File: src/rtl/muldiv_pkg.sv
// Shared definitions for the iterative RV32M multiply/divide unit:
// funct3 encodings, FSM states and the divide special-case selector.
package muldiv_pkg;

    localparam logic [2:0] OP_MUL    = 3'd0;
    localparam logic [2:0] OP_MULH   = 3'd1;
    localparam logic [2:0] OP_MULHSU = 3'd2;
    localparam logic [2:0] OP_MULHU  = 3'd3;
    localparam logic [2:0] OP_DIV    = 3'd4;
    localparam logic [2:0] OP_DIVU   = 3'd5;
    localparam logic [2:0] OP_REM    = 3'd6;
    localparam logic [2:0] OP_REMU   = 3'd7;

    typedef enum logic [1:0] {IDLE, CALC, DONE} state_t;

    typedef enum logic [1:0] {SPEC_ONES, SPEC_DIVIDEND, SPEC_ZERO} spec_t;

    // Divide-by-zero gives all ones (quotient) or the dividend (remainder);
    // signed overflow gives the dividend itself (-2^(XLEN-1)) or zero.
    function automatic spec_t special_kind(input logic is_rem, input logic div_zero);
        if (div_zero)
            return is_rem ? SPEC_DIVIDEND : SPEC_ONES;
        return is_rem ? SPEC_ZERO : SPEC_DIVIDEND;
    endfunction

endpackage

File: src/rtl/muldiv_step.sv
// One radix-2 iteration: shift-add for multiply on {acc, mplier},
// restoring trial subtract for divide on {rem, quot}.
module muldiv_step #(
    parameter int XLEN = 32
) (
    input  logic            is_div,
    input  logic [XLEN-1:0] hi,
    input  logic [XLEN-1:0] lo,
    input  logic [XLEN-1:0] b,
    output logic [XLEN-1:0] hi_next,
    output logic [XLEN-1:0] lo_next
);

    logic [XLEN:0] sum;
    logic [XLEN:0] shifted;
    logic [XLEN:0] diff;

    assign sum     = {1'b0, hi} + (lo[0] ? {1'b0, b} : '0);
    assign shifted = {hi, lo[XLEN-1]};
    assign diff    = shifted - {1'b0, b};

    always_comb begin
        if (!is_div) begin
            hi_next = sum[XLEN:1];
            lo_next = {sum[0], lo[XLEN-1:1]};
        end else if (!diff[XLEN]) begin
            // No borrow: the shifted remainder covered the divisor.
            hi_next = diff[XLEN-1:0];
            lo_next = {lo[XLEN-2:0], 1'b1};
        end else begin
            hi_next = shifted[XLEN-1:0];
            lo_next = {lo[XLEN-2:0], 1'b0};
        end
    end

endmodule

File: src/rtl/muldiv_unit.sv
// Iterative RV32M multiply/divide unit: IDLE -> CALC (XLEN steps) -> DONE,
// valid/ready on both sides, destination tag carried with the op.
module muldiv_unit
    import muldiv_pkg::*;
#(
    parameter int XLEN  = 32,
    parameter int TAG_W = 5
) (
    input  logic             clk,
    input  logic             reset_n,
    input  logic             in_valid,
    output logic             in_ready,
    input  logic [2:0]       op,
    input  logic [XLEN-1:0]  rs1,
    input  logic [XLEN-1:0]  rs2,
    input  logic [TAG_W-1:0] tag_in,
    input  logic             flush,
    output logic             out_valid,
    input  logic             out_ready,
    output logic [XLEN-1:0]  result,
    output logic [TAG_W-1:0] tag_out
);

    localparam int CNT_W = $clog2(XLEN);

    state_t           state, state_d;
    logic [CNT_W-1:0] count;
    logic [2:0]       op_q;
    logic             neg_q, neg_r;
    logic [XLEN-1:0]  hi, lo, b;
    logic [XLEN-1:0]  step_hi, step_lo;
    logic             accept;

    logic             a_signed, b_signed, a_neg, b_neg;
    logic [XLEN-1:0]  a_mag, b_mag;
    logic             div_zero, overflow, special;
    logic [XLEN-1:0]  spec_res;
    logic [2*XLEN-1:0] product, prod_fix;
    logic [XLEN-1:0]  result_d;

    assign a_signed = (op == OP_MULH) || (op == OP_MULHSU) || (op == OP_DIV) || (op == OP_REM);
    assign b_signed = (op == OP_MULH) || (op == OP_DIV) || (op == OP_REM);
    assign a_neg    = a_signed & rs1[XLEN-1];
    assign b_neg    = b_signed & rs2[XLEN-1];
    assign a_mag    = a_neg ? -rs1 : rs1;
    assign b_mag    = b_neg ? -rs2 : rs2;

    assign div_zero = (rs2 == '0);
    assign overflow = ((op == OP_DIV) || (op == OP_REM)) &&
                      (rs1 == {1'b1, {(XLEN-1){1'b0}}}) && (rs2 == '1);
    assign special  = op[2] & (div_zero | overflow);

    always_comb begin
        case (special_kind(op[1], div_zero))
            SPEC_ONES:     spec_res = '1;
            SPEC_DIVIDEND: spec_res = rs1;
            default:       spec_res = '0;
        endcase
    end

    muldiv_step #(.XLEN(XLEN)) u_step (
        .is_div  (op_q[2]),
        .hi      (hi),
        .lo      (lo),
        .b       (b),
        .hi_next (step_hi),
        .lo_next (step_lo)
    );

    // Sign fix on the final iteration's output, so the result lands with the DONE transition.
    assign product  = {step_hi, step_lo};
    assign prod_fix = neg_q ? -product : product;

    always_comb begin
        case (op_q)
            OP_MUL:                       result_d = prod_fix[XLEN-1:0];
            OP_MULH, OP_MULHSU, OP_MULHU: result_d = prod_fix[2*XLEN-1:XLEN];
            OP_DIV, OP_DIVU:              result_d = neg_q ? -step_lo : step_lo;
            default:                      result_d = neg_r ? -step_hi : step_hi;
        endcase
    end

    // NOTE: every output of this block gets a default first, so no path can infer a latch.
    always_comb begin
        state_d   = state;
        in_ready  = 1'b0;
        out_valid = 1'b0;
        accept    = 1'b0;
        case (state)
            IDLE: begin
                in_ready = 1'b1;
                if (in_valid && !flush) begin
                    accept  = 1'b1;
                    state_d = special ? DONE : CALC;
                end
            end
            CALC: begin
                if (flush)            state_d = IDLE;
                else if (count == '0) state_d = DONE;
            end
            DONE: begin
                out_valid = 1'b1;
                if (flush || out_ready) state_d = IDLE;
            end
            default: state_d = IDLE;
        endcase
    end

    // NOTE: sequential state uses non-blocking assignments so every register samples pre-edge values.
    always_ff @(posedge clk or negedge reset_n) begin
        if (!reset_n) begin
            state   <= IDLE;
            count   <= '0;
            op_q    <= OP_MUL;
            neg_q   <= 1'b0;
            neg_r   <= 1'b0;
            hi      <= '0;
            lo      <= '0;
            b       <= '0;
            result  <= '0;
            tag_out <= '0;
        end else begin
            state <= state_d;
            if (accept) begin
                op_q    <= op;
                neg_q   <= a_neg ^ b_neg;
                neg_r   <= a_neg;
                tag_out <= tag_in;
                count   <= CNT_W'(XLEN - 1);
                hi      <= '0;
                lo      <= op[2] ? a_mag : b_mag;
                b       <= op[2] ? b_mag : a_mag;
                if (special) result <= spec_res;
            end else if (state == CALC && !flush) begin
                hi <= step_hi;
                lo <= step_lo;
                if (count == '0) result <= result_d;
                else             count  <= count - 1'b1;
            end
        end
    end

endmodule
File: config.mk
export PLATFORM = sky130hd
export DESIGN_NAME = muldiv_unit
export DESIGN_NICKNAME = d
export VERILOG_FILES = /design/src/rtl/muldiv_pkg.sv /design/src/rtl/muldiv_step.sv /design/src/rtl/muldiv_unit.sv
export SDC_FILE = /design/constraint.sdc
export NUM_CORES = 1
export LEC_CHECK = 0
export CAP_MARGIN = 5
export CORE_MARGIN = 8
export CORE_UTILIZATION = 40
export CTS_CLUSTER_SIZE = 40
export DETAILED_ROUTE_END_ITERATION = 10
export PLACE_DENSITY_LB_ADDON = 0.3
export SLEW_MARGIN = 10
export SYNTH_ARGS = -nofsm -noshare
export SYNTH_HDL_FRONTEND = slang
export SYNTH_SLANG_ARGS = --single-unit
File: constraint.sdc
create_clock -name clk -period 6.1 [get_ports clk]
set_input_delay 1.83 -clock clk [delete_from_list [all_inputs] [get_ports clk]]
set_output_delay 1.83 -clock clk [all_outputs]
set_load 0.03 [all_outputs]
# ---- Word level (Yosys, flattened, before mapping)
# Cells that the tools add are included.
dict set report word_totals {
  elab_cells 106
  in_bits 77
  out_inout_bits 39
  regBits 145
}
dict set report op_classes {
  eq_ne 19
  bitwise 5
  n_addsub 8
  mux 40
  reduce_logical 24
}
# operator n
set ops {}
lappend ops {{32-bit 2-to-1 mux} 18}
lappend ops {{32-bit negation} 4}
lappend ops {{32-bit case mux with 3 select lines} 1}
lappend ops {{32-bit == test, second input constant} 2}
lappend ops {{64-bit 2-to-1 mux} 1}
lappend ops {{64-bit negation} 1}
lappend ops {{32-bit case mux with 2 select lines} 1}
lappend ops {{32-bit by 33-bit adder with 33-bit output} 1}
lappend ops {{33-bit by 32-bit subtractor with 33-bit output} 1}
lappend ops {{32-bit zero test} 1}
lappend ops {{2-bit 2-to-1 mux} 8}
lappend ops {{5-bit 2-to-1 mux} 3}
lappend ops {{3-bit == test, second input constant} 4}
lappend ops {{3-bit by 2-bit == test with 1-bit output, second input constant} 3}
lappend ops {{1-bit logical OR} 7}
lappend ops {{1-bit 2-to-1 mux} 7}
lappend ops {{3-bit by 1-bit == test with 1-bit output, second input constant} 2}
lappend ops {{2-bit inequality test, second input constant} 3}
lappend ops {{2-bit case mux with 3 select lines} 1}
lappend ops {{3-bit AND reduction} 2}
lappend ops {{5-bit zero test} 1}
lappend ops {{5-bit by 1-bit subtractor with 5-bit output, second input constant} 1}
lappend ops {{2-bit by 1-bit == test with 1-bit output, second input constant} 2}
lappend ops {{1-bit logical AND} 4}
lappend ops {{13 further kinds} 17}

# ---- Depth between registers and ports, before layout
# Gate-level depths: netlist of the first run.
dict set report logic_depth {
  ltp_word 9
  mapped_depth 25
  mapped_depth_nobuf 22
}

# ---- By module
# A second synthesis of the first run with hierarchy kept.
dict set report unflattened {
  cells_unflattened 2112
  area_unflattened_um2 16170.5
}
# mod seq_area_each_um2 cells_per_inst instances area_per_inst_um2
set by_module_without_submodules {}
lappend by_module_without_submodules {muldiv_unit 3628.5 1429 1 11461.0}
lappend by_module_without_submodules {muldiv_step 0.0 683 1 4709.5}

# ---- Worst setup path before layout of the first run
# Ideal clock, no wire load.
dict set report synth_path {
  kind {flip-flop to flip-flop}
  startpoint {register lo[31]}
  endpoint {register result[10]}
  slack_ns 1.161
  setup_ns 0.119
  period_less_slack_ns 4.939
  path_stages_with_launch 25
  arrival_ns 4.820
  t_required_ns 5.981
  path_cell_list {dfrtp_1 > inv_1 > ha_1 > inv_1 > fa_1 > a211oi_1 > o211ai_2 > nand3_1 > a21o_2 > a2111oi_2 > buf_2 > nor2_1 > ha_1 > nor3b_1 > nand4_1 > or2_2 > clkbuf_1 > nor2_1 > o311ai_0 > o21ai_0 > xor2_1 > o22ai_1 > o21ai_0 > o211ai_1 > o21a_1}
}
dict set report synth_via {
  elab_chain_cells 9
}
# element line_no
set synth_lines {}
lappend synth_lines {{start, declared} muldiv_unit.sv:30} ;# logic [XLEN-1:0] hi, lo, b;
lappend synth_lines {{start signal, assigned} muldiv_unit.sv:131} ;# lo <= op[2] ? a_mag : b_mag;
lappend synth_lines {{start signal, assigned} muldiv_unit.sv:136} ;# lo <= step_lo;
lappend synth_lines {{33-bit by 32-bit subtractor with 33-bit output} muldiv_step.sv:20} ;# assign diff = shifted - {1'b0, b};
lappend synth_lines {{1-bit 2-to-1 mux or 32-bit 2-to-1 mux (tied branches)} muldiv_step.sv:26} ;# end else if (!diff[XLEN]) begin
lappend synth_lines {{32-bit 2-to-1 mux} muldiv_step.sv:23} ;# if (!is_div) begin
lappend synth_lines {{64-bit negation (tied with other cells)} muldiv_unit.sv:72} ;# assign prod_fix = neg_q ? -product : product;
lappend synth_lines {{64-bit 2-to-1 mux (tied with other cells)} muldiv_unit.sv:72}
lappend synth_lines {{32-bit case mux with 3 select lines (*)} muldiv_unit.sv:75} ;# case (op_q)
lappend synth_lines {{32-bit 2-to-1 mux (*)} muldiv_unit.sv:137} ;# if (count == '0) result <= result_d;
lappend synth_lines {{32-bit 2-to-1 mux (*)} muldiv_unit.sv:134} ;# end else if (state == CALC && !flush) begin
lappend synth_lines {{32-bit 2-to-1 mux (*)} muldiv_unit.sv:124} ;# if (accept) begin
lappend synth_lines {{end signal, assigned} muldiv_unit.sv:133} ;# if (special) result <= spec_res;
lappend synth_lines {{end signal, assigned} muldiv_unit.sv:137}
lappend synth_lines {{end, declared} muldiv_unit.sv:20} ;# output logic [XLEN-1:0] result,
# Every way passes the cells marked *; elsewhere a longest branch is shown, timed or not. The select of a mux whose other input is x is not followed.
# A chain may end at the register's enable or synchronous reset.

# ---- Worst setup path after layout of the first run
dict set report layout_path {
  startpoint {register lo[31]}
  endpoint {register result[8]}
}
# Same word-level chain as after synthesis.

==> flow_summary.json, run 1 <==
{
  "clock-root-buffer": "clkbuf_16",
  "async_flop_share_pct": 100,
  "worstPathRequired_ns": 6.43,
  "initialDrtViolationCount": 2026,
  "gp_congestion": 0.970,
  "rsz0062_at_grt": "no",
  "clk_pin_slew_ns": 0.07,
  "nets": 2435,
  "cts_setup_buffers": 0,
  "start_kind": "flop",
  "path_class": "flop to flop",
  "syn_area_um2": 16400,
  "yosys.cell_types.count": 104,
  "finalSetupViolCount": 0,
  "fmax_mhz": 177,
  "synth_top_area_cell": "dfrtp_1",
  "hold_ws_ns": 0.476,
  "cap_violations": 0,
  "layout-drive-gt1-share_pct": 7.23,
  "outcome": "finished clean",
  "avgSynthCellArea_um2": 7.37,
  "drc_errors": 0,
  "insertion_delay_ns": 0.45,
  "n_antenna_cell": 0,
  "timing.final.crit_share_pct": 92.5,
  "grt_antenna_before_repair": 7,
  "die_area_um2": 47700,
  "crit_start": "lo[31]",
  "grt-ovfl-total": 0,
  "leakagePower_nw": 7.47,
  "yosysSeqAreaShare_pct": 22.1,
  "holdBufCountCts": 0,
  "regArea_um2": 3630,
  "antenna_left": 0,
  "multi_input_comb_area_um2": 11900,
  "synthTopCellsByCount": "nand2_1, a21oi_1, o21ai_0, nor2_1, dfrtp_1",
  "grt_pass1_wl_um": 102000,
  "synth_cells": 2223,
  "dr_total_vias": 17619,
  "drt-wirelength-per-cell_um": 23.8,
  "grt_pass1_vias": 16654,
  "hold_violations": 0,
  "vias_per_cell": 6.23,
  "tns_ns": 0,
  "rows": 74,
  "switchingPower_w": 0.00531,
  "grt_max_degree": 99,
  "die_w_um": 218,
  "portBuffers": 115,
  "synth_edf_count": 0,
  "cts_tree": "done",
  "slew_viol_final": 0,
  "synthesis.nets": 2375,
  "pin_count": 116,
  "r2r-start": "lo[31]",
  "worstMarginPinSlew_ns": 1.01,
  "cts_sinks": 145,
  "max-vdd-ir-drop_uv": 233,
  "fill_cells": 4108,
  "synthTopCellsByArea": "dfrtp_1, a21oi_1, o21ai_0, xnor2_1, nand2_1",
  "comb_power_share_pct": 72.1,
  "area_growth_pct": 14.6,
  "yosys_warnings": 0,
  "max-slew-margin-rel_pct": 32.3,
  "end_kind": "flop",
  "finClkSkew_ns": 0.0158,
  "pwr_density_cell_nw_per_um2": 522,
  "synth.most_common_cell": "nand2_1",
  "power_frac_clock_pct": 11.2,
  "min_from": "tag_out[0]",
  "seqPwrFrac_pct": 16.7,
  "clockBufferDepth": 2,
  "holdCritPathClass": "flop to flop",
  "dp_hpwl_um": 52900,
  "initial_core_util_pct": 40.3,
  "cts_made_buffers": 17,
  "worstPathMaxFanout": 5,
  "core_um2": 40600,
  "ys_ff_latch": 145,
  "htreeDepth": 4,
  "p_int_w": 0.00449,
  "drtPass1Iterations": 8,
  "synth_top_area_share_pct": 22.1,
  "synth_flop_cell": "dfrtp_1",
  "swShare_pct": 54.2,
  "period_minus_slack_ns": 5.64,
  "cts_resized": 0,
  "grt_usage_pct": 27.5,
  "critical_path_arrival_ns": 5.98,
  "detail_route.wirelength_um": 67300,
  "die-height_um": 218
}
## sequential cells by signal, summed over array words and instances, names as in the netlist, 2 cells and up
name     flops
b           32
hi          32
lo          32
result      32
count        5
tag_out      5
op_q         3
state        2
## logic make-up after synthesis
logic type / share of synthesized area, %
AO/OA/AOI/OAI: 30.2
XOR/XNOR: 10.3
adder cells (fa/ha/maj): 5.82
buffers and inverters: 5.36
flip-flops: 22.1
multiplexers: 3.25
AND/OR/NAND/NOR: 23.0
## placed cells by master (no fill, tap or decap), types with 8 or more instances in the layout
cell type,Yosys,routed
ha_1,73,73
o21ai_0,220,220
nor2b_1,14,14
and2_1,50,50
inv_1,72,72
and3_1,12,12
o22ai_1,10,10
clkbuf_16,0,17
nand3_1,46,46
nor3_1,70,70
a221oi_1,11,11
nand2_1,263,263
or3_1,12,12
a31oi_1,24,24
a21oi_1,222,222
a22oi_1,8,8
nor4_1,21,21
dfrtp_1,145,144
nor3b_1,13,12
o31ai_1,20,20
mux2i_1,44,44
xor2_1,78,78
nor2_1,173,171
nand2b_1,17,17
o311a_1,8,8
a22o_1,18,18
o211ai_1,58,58
xnor2_1,114,114
nand4_1,34,34
o221ai_1,10,10
o21ai_1,12,12
a211oi_1,15,15
a21o_1,22,22
buf_4,4,70
clkdlybuf4s50_1,0,113
o21a_1,11,11
## worst max-delay path: stages, from the launching register on
cell	delay, ns
dfrtp_1	0.38
inv_1	0.06
ha_1	0.15
inv_1	0.05
fa_1	0.42
a211oi_1	0.41
o211ai_2	0.20
nand3_1	0.25
a21o_2	0.24
a2111oi_2	0.12
nor2_1	0.16
ha_1	0.24
nor3b_1	0.37
nand4_1	0.23
or2_2	0.38
nor2_1	0.34
o311a_1	0.39
nor2_1	0.08
xnor2_1	0.19
o22ai_1	0.11
a21oi_1	0.30
buf_4	0.20
o221ai_1	0.12
o21a_1	0.13
## final cells by class
| class | count | share of cell area, % |
|---|---|---|
| multi-input combinational | 1860 | 63.4 |
| sequential | 145 | 19.3 |
| timing repair buffer | 187 | 9.12 |
| tap | 532 | 3.54 |
| clock buffer | 20 | 2.48 |
| inverter | 72 | 1.44 |
| clock inverter | 12 | 0.693 |
## per-stage QoR
stage / utilization (%) / setup WS [ns] / area [µm²] / total power, W / instances
floorplan: - / 1.16 / 16400 / 0.00630 / 2223
global placement: 44.8 / 0.246 / 18200 / 0.00844 / 2796
detailed placement: 44.8 / 0.166 / 18200 / 0.00849 / 2796
CTS: 46.2 / 0.626 / 18800 / 0.00963 / 2828
global route: 46.2 / 0.0880 / 18800 / 0.0104 / 2828
finish: 46.2 / 0.456 / 18800 / 0.00980 / 2828
## metal layers
layer | global-route usage [%] | vias to the layer above | part of all wire, %
li1 | - | 8241 | -
met2 | 42.7 | 796 | 44
met5 | 0 | - | 0.019
met3 | 4.77 | 153 | 7.9
met1 | 36.9 | 8427 | 43
met4 | 12.3 | 2 | 4.8
## power groups by stage
stage / Clock, W / Sequential (W) / Combinational (W)
after floorplan: 0 / 0.00156 / 0.00474
after global placement: 0 / 0.00163 / 0.00681
after detailed placement: 0 / 0.00164 / 0.00686
after CTS: 0.00111 / 0.00162 / 0.00690
after global routing: 0.00115 / 0.00167 / 0.00760
final: 0.00110 / 0.00163 / 0.00707
## path summary, 6_finish.rpt
path                              endpoint  slack (ns)  cells after the start
worst min-delay path            tag_out[0]        0.48                      2
worst min register to register  tag_out[0]        0.48                      2
worst max register to register   result[8]        0.46                     23
min in group asynchronous         count[3]        1.39                      1
max in group asynchronous            b[10]        3.80                      2
worst max-delay path             result[8]        0.46                     23
No activity file was read; power rests on OpenSTA's default activity.
==> run 2: changes to the inputs <==
- ABC_CLOCK_PERIOD_IN_PS: default -> 6100
==> results of run 2 <==
Final layout, timing and power as in run 1 (identical DEF).
